`src/rtl/tri_setup.sv`:
```
// Triangle setup: captures three vertices, then time-shares one multiplier to build
// edge coefficients, twice-area and bounding box, and hands the result downstream.
module tri_setup #(
  parameter bit CULL_BACK = 1'b1
) (
  input  logic               clk_pix,
  input  logic               resetn,
  input  logic               start,
  input  logic [8:0]         ax,
  input  logic [8:0]         ay,
  input  logic [8:0]         bx,
  input  logic [8:0]         by,
  input  logic [8:0]         cx,
  input  logic [8:0]         cy,
  output logic               busy,
  output logic               out_valid,
  input  logic               out_ready,
  output logic signed [9:0]  e0_a,
  output logic signed [9:0]  e0_b,
  output logic signed [9:0]  e1_a,
  output logic signed [9:0]  e1_b,
  output logic signed [9:0]  e2_a,
  output logic signed [9:0]  e2_b,
  output logic signed [19:0] e0_c,
  output logic signed [19:0] e1_c,
  output logic signed [19:0] e2_c,
  output logic signed [20:0] area2,
  output logic [8:0]         min_x,
  output logic [8:0]         min_y,
  output logic [8:0]         max_x,
  output logic [8:0]         max_y,
  output logic               culled
);

  localparam int unsigned CW  = 9;
  localparam int unsigned AW  = 10;
  localparam int unsigned CCW = 20;
  localparam int unsigned ARW = 21;
  localparam int unsigned PW  = 19;
  localparam logic [2:0]  LAST_STEP = 3'd5;

  typedef enum logic [1:0] {IDLE, MUL, AREA, OUT} state_t;

  state_t              state;
  state_t              state_nxt;
  logic [2:0]          step;
  logic [CW-1:0]       xa, ya, xb, yb, xc, yc;
  logic [CW-1:0]       mul_x, mul_y;
  logic [PW-1:0]       prod;
  logic signed [ARW-1:0] area_sum;
  logic                drop;

  function automatic logic [CW-1:0] min3(input logic [CW-1:0] p, input logic [CW-1:0] q,
                                          input logic [CW-1:0] r);
    logic [CW-1:0] m;
    m = (p < q) ? p : q;
    return (m < r) ? m : r;
  endfunction

  function automatic logic [CW-1:0] max3(input logic [CW-1:0] p, input logic [CW-1:0] q,
                                          input logic [CW-1:0] r);
    logic [CW-1:0] m;
    m = (p > q) ? p : q;
    return (m > r) ? m : r;
  endfunction

  // Shared multiplier operand schedule: even steps form the positive term of C, odd the negative
  always_comb begin
    mul_x = '0;
    mul_y = '0;
    case (step)
      3'd0: begin mul_x = xa; mul_y = yb; end
      3'd1: begin mul_x = xb; mul_y = ya; end
      3'd2: begin mul_x = xb; mul_y = yc; end
      3'd3: begin mul_x = xc; mul_y = yb; end
      3'd4: begin mul_x = xc; mul_y = ya; end
      3'd5: begin mul_x = xa; mul_y = yc; end
      default: ;
    endcase
    prod = PW'(mul_x) * PW'(mul_y);
  end

  assign area_sum = ARW'(e0_c) + ARW'(e1_c) + ARW'(e2_c);
  assign drop     = (area_sum == '0) || (CULL_BACK && (area_sum > 0));

  always_ff @(posedge clk_pix) begin
    if (!resetn) state <= IDLE;
    else         state <= state_nxt;
  end

  always_comb begin
    state_nxt = state;
    case (state)
      IDLE:    if (start) state_nxt = MUL;
      MUL:     if (step == LAST_STEP) state_nxt = AREA;
      AREA:    state_nxt = drop ? IDLE : OUT;
      OUT:     if (out_ready) state_nxt = IDLE;
      default: state_nxt = IDLE;
    endcase
  end

  always_ff @(posedge clk_pix) begin
    if (!resetn) begin
      busy <= 1'b0; out_valid <= 1'b0; culled <= 1'b0; step <= '0;
      xa <= '0; ya <= '0; xb <= '0; yb <= '0; xc <= '0; yc <= '0;
      e0_a <= '0; e0_b <= '0; e1_a <= '0; e1_b <= '0; e2_a <= '0; e2_b <= '0;
      e0_c <= '0; e1_c <= '0; e2_c <= '0; area2 <= '0;
      min_x <= '0; min_y <= '0; max_x <= '0; max_y <= '0;
    end else begin
      busy      <= (state_nxt != IDLE);
      out_valid <= (state_nxt == OUT);
      culled    <= (state == AREA) && drop;
      if (state == IDLE && start) begin
        xa <= ax; ya <= ay; xb <= bx; yb <= by; xc <= cx; yc <= cy;
        step <= '0;
      end
      if (state == MUL) begin
        step <= step + 3'd1;
        case (step)
          3'd0: begin
            e0_c <= CCW'(prod);
            e0_a <= AW'(ya) - AW'(yb); e0_b <= AW'(xb) - AW'(xa);
            e1_a <= AW'(yb) - AW'(yc); e1_b <= AW'(xc) - AW'(xb);
            e2_a <= AW'(yc) - AW'(ya); e2_b <= AW'(xa) - AW'(xc);
            min_x <= min3(xa, xb, xc); max_x <= max3(xa, xb, xc);
            min_y <= min3(ya, yb, yc); max_y <= max3(ya, yb, yc);
          end
          3'd1: e0_c <= e0_c - CCW'(prod);
          3'd2: e1_c <= CCW'(prod);
          3'd3: e1_c <= e1_c - CCW'(prod);
          3'd4: e2_c <= CCW'(prod);
          3'd5: e2_c <= e2_c - CCW'(prod);
          default: ;
        endcase
      end
      if (state == AREA) area2 <= area_sum;
    end
  end

endmodule

```
`config.mk`:
```
export PLATFORM = sky130hd
export DESIGN_NAME = tri_setup
export DESIGN_NICKNAME = d
export VERILOG_FILES = /design/src/rtl/tri_setup.sv
export SDC_FILE = /design/constraint.sdc
export NUM_CORES = 1
export LEC_CHECK = 0
export BUFFER_PORTS_ARGS = -buffer_cell sky130_fd_sc_hd__buf_2
export CAP_MARGIN = 20
export CORE_ASPECT_RATIO = 1.25
export CORE_MARGIN = 2
export CORE_UTILIZATION = 26
export CTS_CLUSTER_DIAMETER = 80
export CTS_CLUSTER_SIZE = 10
export DETAILED_ROUTE_END_ITERATION = 7
export PLACE_DENSITY = 0.48
export SLEW_MARGIN = 20
export SYNTH_ARGS = -nofsm -noshare
export SYNTH_HDL_FRONTEND = slang
export SYNTH_SLANG_ARGS = --single-unit
```
`constraint.sdc`:
```
create_clock -name clk_pix -period 18.2 [get_ports clk_pix]
set_input_delay 0.91 -clock clk_pix [delete_from_list [all_inputs] [get_ports clk_pix]]
set_output_delay 0.91 -clock clk_pix [all_outputs]
set_load 0.005 [all_outputs]
```
==> summary.md <==
| Metric | Value |
|---|---|
| Clk buf depth | `3` |
| Fmax | `107.0 MHz` |
| CTS Buf Count | `29` |
| Kind of end point of the critical path | `register` |
| Worst Hold Path EP | `max_y[1]` |
| Post-CTS Hold Fix Bufs | `0` |
| DRC viols | `2` |
| Starting DRC count in detailed routing | `1249` |
| P_leak | `9.713 nW` |
| Die area | `75610 µm²` |
| Critical path's most frequent cell | `inv_1` |
| Sw power | `0.0006609 W` |
| Register area share after synthesis | `25.07%` |
| Share of power burned in registers | `33.2%` |
| Final Instance Area | `22230 µm²` |
| Drt wl/cell | `20.26 µm` |
| Setup bufs post-CTS | `0` |
| Comb pwr share | `35.2%` |
| Max layer used | `met4` |
| CTS tree | `yes` |
| I/O Buffers | `237` |
| Sw frac | `36.64%` |
| Synthesis Warnings | `0` |
| Pre-CTS setup slack | `8.947 ns` |
| Met2 WL | `35.63 mm` |
| Worst Tran Pin Value | `1.139 ns` |
| # resized after CTS | `0` |
| Worst path buffer plus inverter count | `6` |
| Clk slew on worst S/H paths | `0.06 ns` |
| Worst Skew | `0.01828 ns` |
| Gr ovfl total | `0` |
| Placed cell area | `21340 µm²` |
| Max-cap viol count | `0` |
| Slowest-stage cell, CP | `a222oi_1` |
| Status | `complete, but fails checks` |
| CP Class | `register to register` |
| Setup TNS | `0 ns` |
| Drt total wl | `72.89 mm` |
| Power per Cell Area | `81.16 nW/µm²` |
| Post-synth ARST share | `0%` |
| Internal cell power | `0.001143 W` |
| RR Startpoint | `step[1]` |
| Met3 wire len | `3.457 mm` |
| Syn nets | `2766` |
| Pin count of the biggest net entering global routing | `89` |
| Setup ws final | `8.856 ns` |
| Final Hold Viols | `0` |
| Syn Inst Count | `2436` |
| R2r endpoint | `e2_c[18]` |
| Clock power share | `31.6%` |
| Clock Latency Late Sink | `0.61 ns` |
| Initial Util | `26.13%` |
| Routability cong. | `0.9372` |
| Mapped Area | `19090 µm²` |
| CP arrival | `9.88 ns` |
| Max Transition Viols Final | `0` |
| Global-route wire length before repair | `109.9 mm` |
| RSZ-0062 raised after global routing | `false` |
| CP max stage delay | `1.02 ns` |
| # IOs | `238` |
| Worst hold path type | `register to register` |
| Final Critical Period | `9.344 ns` |
| Worst Path Required | `18.73 ns` |
| Startpoint Class | `register` |
| Number of flops mapped to enable cells by yosys | `0` |
| First-pass detailed-route iteration total | `8` |
| H-tree Lvls | `1` |
| Worst vdd ir | `0.00005824 V` |
| Layout area overhead | `16.45%` |
| Die H | `306.9 µm` |
| WL met1 | `31.53 mm` |
| CP Max Fanout | `16` |
| Failing checks | `design-rule violations` |
| Rows | `111` |
| Die X | `246.4 µm` |
| Initial antenna violation count | `0` |
| Dpl hpwl | `56.54 mm` |
| Flop2flop setup slack | `8.86 ns` |
| Nets | `2959` |
| Syn Area/Cell | `7.836 µm²` |
| Count of cell types in the netlist | `77` |
| Register bit total from synthesis | `239` |
| Share of cells above drive strength 1 | `13.96%` |
| Main flop type after synthesis | `dfxtp_1` |
| Post-route clock period utilization | `51.34%` |
| Setup-failing EPs final | `0` |
| CTS sink count | `239` |
| Vias in the first global route | `17719` |
| Crit-path leading delay family | `adder cells` |
| Via count | `18093` |
| Hold slack | `0.4482 ns` |
| Core Region | `73050 µm²` |
| Worst hold path cell count | `2` |
| Total Routing Usage GR | `18.83%` |
| Max-Slew Margin vs Limit | `24.08%` |
| Post-DR vias/cell | `5.030` |
| Root Driver | `clkbuf_16` |
| Final ANT Viol Nets | `0` |
| Worst Hold Launch | `max_y[1]` |
| Worst Reg-to-Reg Cells | `30` |
## per-layer routing
metal	global-route usage [%]	up-vias
li1	-	8884
met1	24.14	8591
met2	33.07	507
met3	1.868	111
met4	5.758	0
met5	0	-
## cell type report
class / count / area, µm²
fillers: 8043 / 50830
flip-flops and latches: 239 / 4785
repair buffers: 273 / 1449
diodes: 1 / 2.502
inverters: 205 / 774.5
clock buffers: 34 / 774.5
clock inverters: 4 / 87.58
multi-input cells: 1881 / 13150
well taps: 960 / 1201
## how the worst max path moves through the flow
stage                  from        to  slack [ns]  cells after the start
finish              step[1]  e2_c[18]        8.86                     30
detailed placement  step[1]  e0_c[16]        8.95                     31
global route        step[1]  e0_c[16]        8.39                     31
floorplan           step[1]  e0_c[16]        9.91                     33
global placement    step[1]  e0_c[16]        9.05                     30
CTS                 step[1]  e0_c[16]        8.89                     31
## worst min-delay path: stages (launching register included)
cell	delay, ns
dfxtp_1	0.30
nand2_1	0.05
a21oi_1	0.05
## kinds of logic (layout without fill, tap and decap cells)
group                      count (synthesis)  in the layout  synth area share (%)
buffers and inverters                    316            516                 6.234
and+or+nand+nor                          828            828                 19.76
adders and majority gates                280            280                 21.43
DFF                                      239            239                 25.07
other                                      0              1                     0
xor gates and xnor gates                  72             72                 3.343
AOI/OAI and AO/OA                        666            666                 22.23
muxes                                     35             35                 1.934
## state kept, by name (all words and copies together) (netlist names), 10 cells and up
| register | flops |
|---|---|
| e2_c | 20 |
| e0_b | 10 |
| area2 | 21 |
| e1_a | 10 |
| e0_a | 10 |
| e0_c | 20 |
| e1_b | 10 |
| e1_c | 20 |
| e2_a | 10 |
| e2_b | 10 |
## power by group through the flow
stage          clock network, W  registers, W  logic (W)
4_1_cts                0.000589      0.000600   0.000634
6_report               0.000569      0.000599   0.000635
3_3_place_gp                  0      0.000611   0.000630
5_1_grt                0.000606      0.000603   0.000707
2_1_floorplan                 0      0.000595   0.000449
3_5_place_dp                  0      0.000611   0.000630
## synthesized netlist by cell type, drive strengths merged (5+ instances only)
library cell | count | area, µm²
a41oi | 6 | 60.06
maj3 | 8 | 86.33
fa | 80 | 1602
o311ai | 8 | 77.58
o21bai | 9 | 67.56
inv | 205 | 769.5
o21ai | 127 | 635.6
o21a | 28 | 210.2
o22ai | 11 | 68.82
or2 | 28 | 175.2
a31oi | 13 | 87.58
nor3b | 16 | 120.1
buf | 10 | 41.29
a21o | 35 | 262.8
nand2 | 325 | 1220
a22oi | 15 | 112.6
nor2 | 203 | 762.0
ha | 192 | 2402
nand3 | 50 | 250.2
and3 | 8 | 50.05
a311oi | 7 | 61.31
nor2b | 35 | 219.0
mux2i | 29 | 290.3
nor3 | 52 | 260.3
mux2 | 5 | 56.30
o221ai | 6 | 52.55
a21boi | 27 | 202.7
a222oi | 18 | 180.2
clkbuf | 101 | 379.1
o211ai | 39 | 292.8
xor2 | 23 | 201.4
xnor2 | 49 | 436.7
o31ai | 7 | 57.55
nand4 | 20 | 125.1
and2 | 11 | 68.82
a21oi | 235 | 1176
nand2b | 28 | 175.2
a211oi | 40 | 305.3
or3 | 41 | 256.5
dfxtp | 239 | 4785
## cells in the final DEF (no fill, tap or decap), drive strengths merged, types with 9 or more instances in the layout
| master | n |
|---|---|
| nand2 | 325 |
| buf | 270 |
| dfxtp | 239 |
| a21oi | 235 |
| inv | 206 |
| nor2 | 203 |
| ha | 192 |
| o21ai | 127 |
| fa | 80 |
| nor3 | 52 |
| nand3 | 50 |
| xnor2 | 49 |
| or3 | 41 |
| a211oi | 40 |
| o211ai | 39 |
| clkbuf | 37 |
| a21o | 35 |
| nor2b | 35 |
| mux2i | 29 |
| or2 | 28 |
| o21a | 28 |
| nand2b | 28 |
| a21boi | 27 |
| xor2 | 23 |
| nand4 | 20 |
| a222oi | 18 |
| nor3b | 16 |
| a22oi | 15 |
| a31oi | 13 |
| o22ai | 11 |
| and2 | 11 |
| o21bai | 9 |
## per-stage QoR
stage / util [%] / total power (W) / cells
final: 30.43 / 0.001804 / 3597
after global routing: 30.42 / 0.001917 / 3596
after CTS: 30.40 / 0.001823 / 3593
after detailed placement: 29.22 / 0.001240 / 3555
after global placement: 29.22 / 0.001242 / 3555
after floorplan: - / 0.001045 / 2436
No activity file was read; power rests on OpenSTA's default activity.
